[src/rtl/counter_sequencer.sv]
// counter_sequencer: start/stop/pause controlled up-counter that runs from 0
// to a limit captured at start. At the limit it either finishes (one-shot) or
// wraps to 0 and keeps running (auto-reload), pulsing done for one cycle.
// Optional tick prescaler: define COUNTER_SEQUENCER_PRESCALE_EN so that the
// count advances only every PRESCALE-th RUN cycle. Without the macro every
// RUN cycle is a tick.
//
// state | meaning
// IDLE  | stopped, count cleared, waiting for start
// RUN   | counting toward the captured limit
// HOLD  | paused, count and prescaler frozen
// DONE  | one-shot run finished, count holds the limit
module counter_sequencer #(
  parameter int WIDTH    = 3,
  parameter int PRESCALE = 4
) (
  input  logic             clk,
  input  logic             rst_n,
  input  logic             start,
  input  logic             stop,
  input  logic             pause,
  input  logic             reload,
  input  logic [WIDTH-1:0] limit,
  output logic [WIDTH-1:0] count,
  output logic             busy,
  output logic             done,
  output logic [1:0]       state
);

  typedef enum logic [1:0] {
    ST_IDLE = 2'b00,
    ST_RUN  = 2'b01,
    ST_HOLD = 2'b10,
    ST_DONE = 2'b11
  } state_t;

  if (PRESCALE < 2 || PRESCALE > 16) begin : g_prescale_range
    $error("counter_sequencer: PRESCALE must be within 2..16");
  end

  state_t           state_q, state_d;
  logic [WIDTH-1:0] count_q, count_d;
  logic [WIDTH-1:0] lim_q, lim_d;
  logic             rel_q, rel_d;
  logic             done_q, done_d;
  logic             busy_q, busy_d;

  logic             adv;
  logic             clr;
  logic             tick;

  // A RUN cycle advances the timebase only when no higher-priority control is active
  always_comb begin
    clr = stop | start;
    adv = (state_q == ST_RUN) && !stop && !start && !pause;
  end

`ifdef COUNTER_SEQUENCER_PRESCALE_EN
  localparam int PSC_W = $clog2(PRESCALE);
  localparam logic [PSC_W-1:0] PSC_LAST = PSC_W'(PRESCALE - 1);

  logic [PSC_W-1:0] psc_q, psc_d;

  // Prescaler: counts advancing RUN cycles, ticks on the last one and wraps
  always_comb begin
    psc_d = psc_q;
    tick  = 1'b0;
    if (clr) begin
      psc_d = '0;
    end else if (adv) begin
      if (psc_q == PSC_LAST) begin
        psc_d = '0;
        tick  = 1'b1;
      end else begin
        psc_d = psc_q + PSC_W'(1);
      end
    end
  end

  // Prescaler register
  always_ff @(posedge clk or negedge rst_n) begin
    if (!rst_n) begin
      psc_q <= '0;
    end else begin
      psc_q <= psc_d;
    end
  end
`else
  // No prescaler: every advancing RUN cycle is a tick
  always_comb begin
    tick = adv;
  end
`endif

  // Next-state and registered-output logic; stop beats start beats pause beats tick
  always_comb begin
    state_d = state_q;
    count_d = count_q;
    lim_d   = lim_q;
    rel_d   = rel_q;
    done_d  = 1'b0;

    if (stop) begin
      state_d = ST_IDLE;
      count_d = '0;
    end else if (start) begin
      state_d = ST_RUN;
      count_d = '0;
      lim_d   = limit;
      rel_d   = reload;
    end else begin
      case (state_q)
        ST_RUN: begin
          if (pause) begin
            state_d = ST_HOLD;
          end else if (tick) begin
            if (count_q == lim_q) begin
              done_d = 1'b1;
              if (rel_q) begin
                count_d = '0;
              end else begin
                state_d = ST_DONE;
              end
            end else begin
              count_d = count_q + WIDTH'(1);
            end
          end
        end
        ST_HOLD: begin
          if (!pause) begin
            state_d = ST_RUN;
          end
        end
        default: begin
        end
      endcase
    end

    busy_d = (state_d == ST_RUN) || (state_d == ST_HOLD);
  end

  // State and output registers
  always_ff @(posedge clk or negedge rst_n) begin
    if (!rst_n) begin
      state_q <= ST_IDLE;
      count_q <= '0;
      lim_q   <= '0;
      rel_q   <= 1'b0;
      done_q  <= 1'b0;
      busy_q  <= 1'b0;
    end else begin
      state_q <= state_d;
      count_q <= count_d;
      lim_q   <= lim_d;
      rel_q   <= rel_d;
      done_q  <= done_d;
      busy_q  <= busy_d;
    end
  end

  assign count = count_q;
  assign busy  = busy_q;
  assign done  = done_q;
  assign state = state_q;

endmodule

[config.mk]
export PLATFORM = sky130hd
export DESIGN_NAME = counter_sequencer
export DESIGN_NICKNAME = d
export VERILOG_FILES = /design/src/rtl/counter_sequencer.sv
export SDC_FILE = /design/constraint.sdc
export NUM_CORES = 1
export LEC_CHECK = 0
export CAP_MARGIN = 20
export CORE_MARGIN = 2
export CORE_UTILIZATION = 41
export CTS_CLUSTER_DIAMETER = 150
export DETAILED_ROUTE_END_ITERATION = 7
export PLACE_DENSITY_LB_ADDON = 0.08
export SYNTH_ARGS = -nofsm -noshare
export SYNTH_HDL_FRONTEND = slang
export SYNTH_SLANG_ARGS = --single-unit
[constraint.sdc]
create_clock -name clk -period 1.78 [get_ports clk]
set_clock_uncertainty 0.2 [all_clocks]
set_input_delay 0.534 -clock clk [delete_from_list [all_inputs] [get_ports clk]]
set_output_delay 0.534 -clock clk [all_outputs]
set_load 0.05 [all_outputs]
After elaboration in Yosys (flattened, before gate mapping)
Index checks and enable logic that the tools add are counted.

word-level totals
  word-level logic and storage cells = 47
  input bits = 9
  register bits = 11

cells by class
  add/sub/neg operators = 1
  muxes and demuxes = 21
  bitwise gates (word level) = 1
  reductions and logical operators = 11
  equal/unequal tests = 7

operators with widths
  kind                 count
  $mux 3               7
  $mux 2               7
  $mux 1               6
  $reduce_bool 3->1    2
  $eq 2x1->1 const B   2
  $eq 2x2->1 const B   2
  $ne 4x4->1 const B   1
  $pmux 2 s2           1
  $reduce_and 4->1     1
  $add 3x1->3 const B  1
  $eq 3x3->1           1
  $logic_and 1x1->1    3
  $logic_not 1->1      3
  $ne 3x3->1 const B   1
  $reduce_and 2->1     1
  $logic_or 1x1->1     1
  $not 1->1            1

Logic depth before layout (Yosys ltp)
  depth after elaboration = 11
  depth in mapped cells = 7
  gate-level depth less buffers = 7

Least setup slack after synthesis
OpenSTA, ideal clock, no wires.

  kind = reg2reg
  start point = register state_q[0], in the netlist state[0]
  end point = register busy_q, in the netlist busy
  period minus slack after synthesis = 2.317 ns
  setup time = 0.125 ns
  path slack = -0.537 ns
  cell stages (with the launch flop) = 6
  arrival time = 1.992 ns
  path through = dfrtp_1 inv_1 ha_1 or4_1 and2_0 mux2_4

between the ends
  word-level cells in the longest chain between the ends = 11
  elaborated cells between the ends (all ways) = 16
  those cells by class = 4 x eq/ne; 8 x mux; 4 x reduce/logical

ends and longest elaborated chain
  what                                      RTL line  RTL
  from (decl)                               41        state_t state_q, state_d;
  from (signal assigned)                    152       state_q <= state_d;
  $eq 2x1->1                                55, 112
  $logic_and 1x1->1 (3 in a row)            55        adv = (state_q == ST_RUN) && !stop && !start && !pause;
  $mux 2                                    116       end else if (tick) begin
  $mux 2                                    114       if (pause) begin
  $pmux 2 s2 *                              112       case (state_q)
  $mux 2 *                                  106       end else if (start) begin
  $mux 2 *                                  103       if (stop) begin
  $eq 2x1->1 or $eq 2x2->1 (tied branches)  139       busy_d = (state_d == ST_RUN) || (state_d == ST_HOLD);
  $logic_or 1x1->1 *                        139
  via busy_d                                46        logic busy_q, busy_d;
  to (signal assigned)                      157       busy_q <= busy_d;
  to (decl)                                 46

Mark *: on every way through the listed nets, which the timed path passes. The rest lies on a longest branch.
A chain may end at the register's enable or synchronous reset.

Worst setup path after layout
  start point = register state_q[1], in the netlist state[1]
  end point = register busy_q, in the netlist busy

Same word-level chain as after synthesis.

==> results.cfg <==
[sta]
rsz0062_at_grt = true
setup_viol = 2
tightest_slew_ns = 0.267
holdWs_ns = 0.348
layout_worst_path_cycle_share = 1.14
maxSlewViolCount = 0
finalCriticalPeriod_ns = 2.03
finalHoldViolCount = 0
maxSlewHeadroom = 0.821
worst_slack_ns = -0.247
max_freq_ghz = 0.493

[power_and_ir_drop]
p_leak_uw = 0.000481
powerDensity_nw_per_um2 = 598
vdd_ir_drop_max_mv = 0.682
power_uw = 649

[setup_path]
critPathMaxStageDelay_ns = 0.51
crit_required_ns = 1.74
cp.arrival_ns = 1.99
start_kind = register
crit_fanout = 4
critPathCaptureType = register
path_cells = buf_4, ha_4, or4_4, and2_0, mux2_4
crit_path_top_delay_cell = or4_4
critPathKind = register to register

[placement]
gp_congestion = 0.805
port_buffers = 15
preCtsSetupSlack_ns = -0.611
place_inst = 102
hpwl_um = 1160
dpl_cell_area_um2 = 1000

[synthesis]
synthArstFlopShare = 1.00
synth_cell_types = 25
syn-cell-area_um2 = 594
ys_warn_count = 0
yosys-top-cells-area = dfrtp_1 46%, mux2_2 7.6%, ha_1 6.3%, xnor2_2 5.5%, nor2_1 3.8%
synth-xor-area-share = 0.0695
synth_fa_ha_area_frac = 0.0632
syn_area_per_cell_um2 = 11.0
synth.area.mux_share = 0.118
yosys.area.top_type = dfrtp_1
synth-compound-area-share = 0.101
synth-simple-area-share = 0.166
synth_edf_count = 0
syn_inst = 54
synth_common_cells = 11 x dfrtp_1, 6 x nor2_1, 4 x mux2_2
ys_seq_area_frac = 0.463
synth_top_area_frac = 0.463
synth_fp_nets = 66
post-synth-top-count-cell = dfrtp_1
synth_top_family_by_area = simple AND/OR/NAND/NOR gates
synth-seq-cells = 11
synth_ff_type = dfrtp_1

[final_layout]
area_growth_pct = 82.5
finalNonFillerCells = 109
diodes = 0
drive_gt1_frac = 0.606
nNetsFinal = 107
fin_area_um2 = 1080

[drt]
drcViolationCount = 0
antenna_left = 0
vias_per_cell = 5.29
vias = 577
dr.pass1.iters = 2
drtIter0Drc = 2
wirelength_um = 1600
wl_per_cell_um = 14.7

[cts]
cts_tree = done
cts_made_buffers = 3
cts_htree_levels = 1
numClockSinks = 11
clk_latency_ns = 0.28
root_buffer = clkbuf_4
clock_tree.buffer_depth = 2
clkTransAtPathRegs_ns = 0.07

[status]
violations = negative setup slack
status = finished, violations left

[flow_run]
max_cap_viol_count = 0

[global_routing]
track_usage = 0.193
grt_overflow = 0
antenna_found_initial = 0
grt_pass1_vias = 582
grt_max_degree = 12
grt_pass1_wl_um = 2440

[die]
fp.coreArea_um2 = 1330
die_w_um = 42.1
die_area_um2 = 1770
ios = 16
core.rowCount = 13
initial_core_util = 0.446
die_h_um = 42.1

[worst_hold_path]
hp-class = input pin to asynchronous set/reset pin
## report_power, final
group	leakage (uW)	internal, uW	switching, uW
logic	0.000332	107	86.1
clock network	0.0000150	86.9	81.6
registers	0.000134	269	17.5
total	0.000481	463	185
## routing by layer
metal | GRT usage | share of wire | up-vias
met5 | 0 | 0 | -
met4 | 0.156 | 0.037 | 0
met3 | 0.0862 | 0.047 | 8
met2 | 0.322 | 0.52 | 15
met1 | 0.181 | 0.39 | 278
li1 | - | - | 276
## area by class of cell
cell class                      instances  area (um^2)
Tap cell                               15         18.8
Timing Repair Buffer                   36          374
Clock buffer                            4         26.3
Multi-Input combinational cell         40          373
Sequential cell                        11          282
Fill cell                              79          249
Inverter                                3         11.3
## final timing paths
check / endpoint / startpoint / slack, ns / depth (start not counted)
max reg2reg: busy$_DFF_PN0_ / state[1]$_DFF_PN0_ / -0.25 / 5
max: busy$_DFF_PN0_ / state[1]$_DFF_PN0_ / -0.25 / 5
min reg2reg: lim_q[2]$_DFFE_PN0P_ / lim_q[2]$_DFFE_PN0P_ / 0.35 / 1
min: count[1]$_DFFE_PN0P_ / rst_n / 0.35 / 2
max in group asynchronous: count[0]$_DFFE_PN0P_ / rst_n / 0.86 / 2
min in group clk: lim_q[2]$_DFFE_PN0P_ / lim_q[2]$_DFFE_PN0P_ / 0.35 / 1
## logic make-up (layout without fill, tap and decap cells)
group / Yosys count / in the layout
AND/OR/NAND/NOR: 19 / 19
flip-flops: 11 / 11
AO/OA/AOI/OAI: 9 / 9
multiplexers: 6 / 6
adder cells (fa/ha/maj): 3 / 3
XOR/XNOR: 3 / 3
buffers and inverters: 3 / 43
## critical path: cells and delay by family, from the launching register on
family	cells	cell delay (ns)
fa+ha+maj	1	0.22
mux	1	0.25
flops	1	0.43
simple gates	2	0.66
buf+inv	1	0.15
## registers in the layout (all words and copies together), names as in the netlist
name and cells:
count 3, busy 1, state 2, rel_q 1, lim_q 3, done 1
## placed cells by master (no fill, tap or decap), types with 2 or more instances in the layout
master,synthesis,layout
xnor2_2,2,2
clkbuf_4,0,3
ha_4,0,2
a21oi_1,2,2
buf_4,0,21
clkdlybuf4s50_1,0,5
nand2_1,3,2
inv_2,0,2
dfrtp_2,0,5
nor3_2,0,2
mux2_2,4,4
buf_12,0,7
nor2_1,6,5
dfrtp_1,11,6
dlygate4sd2_1,0,3
## metrics by stage
stage / util / setup TNS (ns)
2_1_floorplan: - / -0.323
3_3_place_gp: 0.750 / -2.84
3_5_place_dp: 0.750 / -3.03
4_1_cts: 0.803 / -0.404
5_1_grt: 0.813 / -0.485
6_report: 0.813 / -0.391
## repair_timing
item	4_1_cts	5_1_grt
endpoints found under the setup margin	3	3
endpoints found under the hold margin	0	0
buffers inserted	3	1
hold buffers	0	0
resized for setup	11	4
pin swaps	3	4
Power figures use the tool's default switching activity.
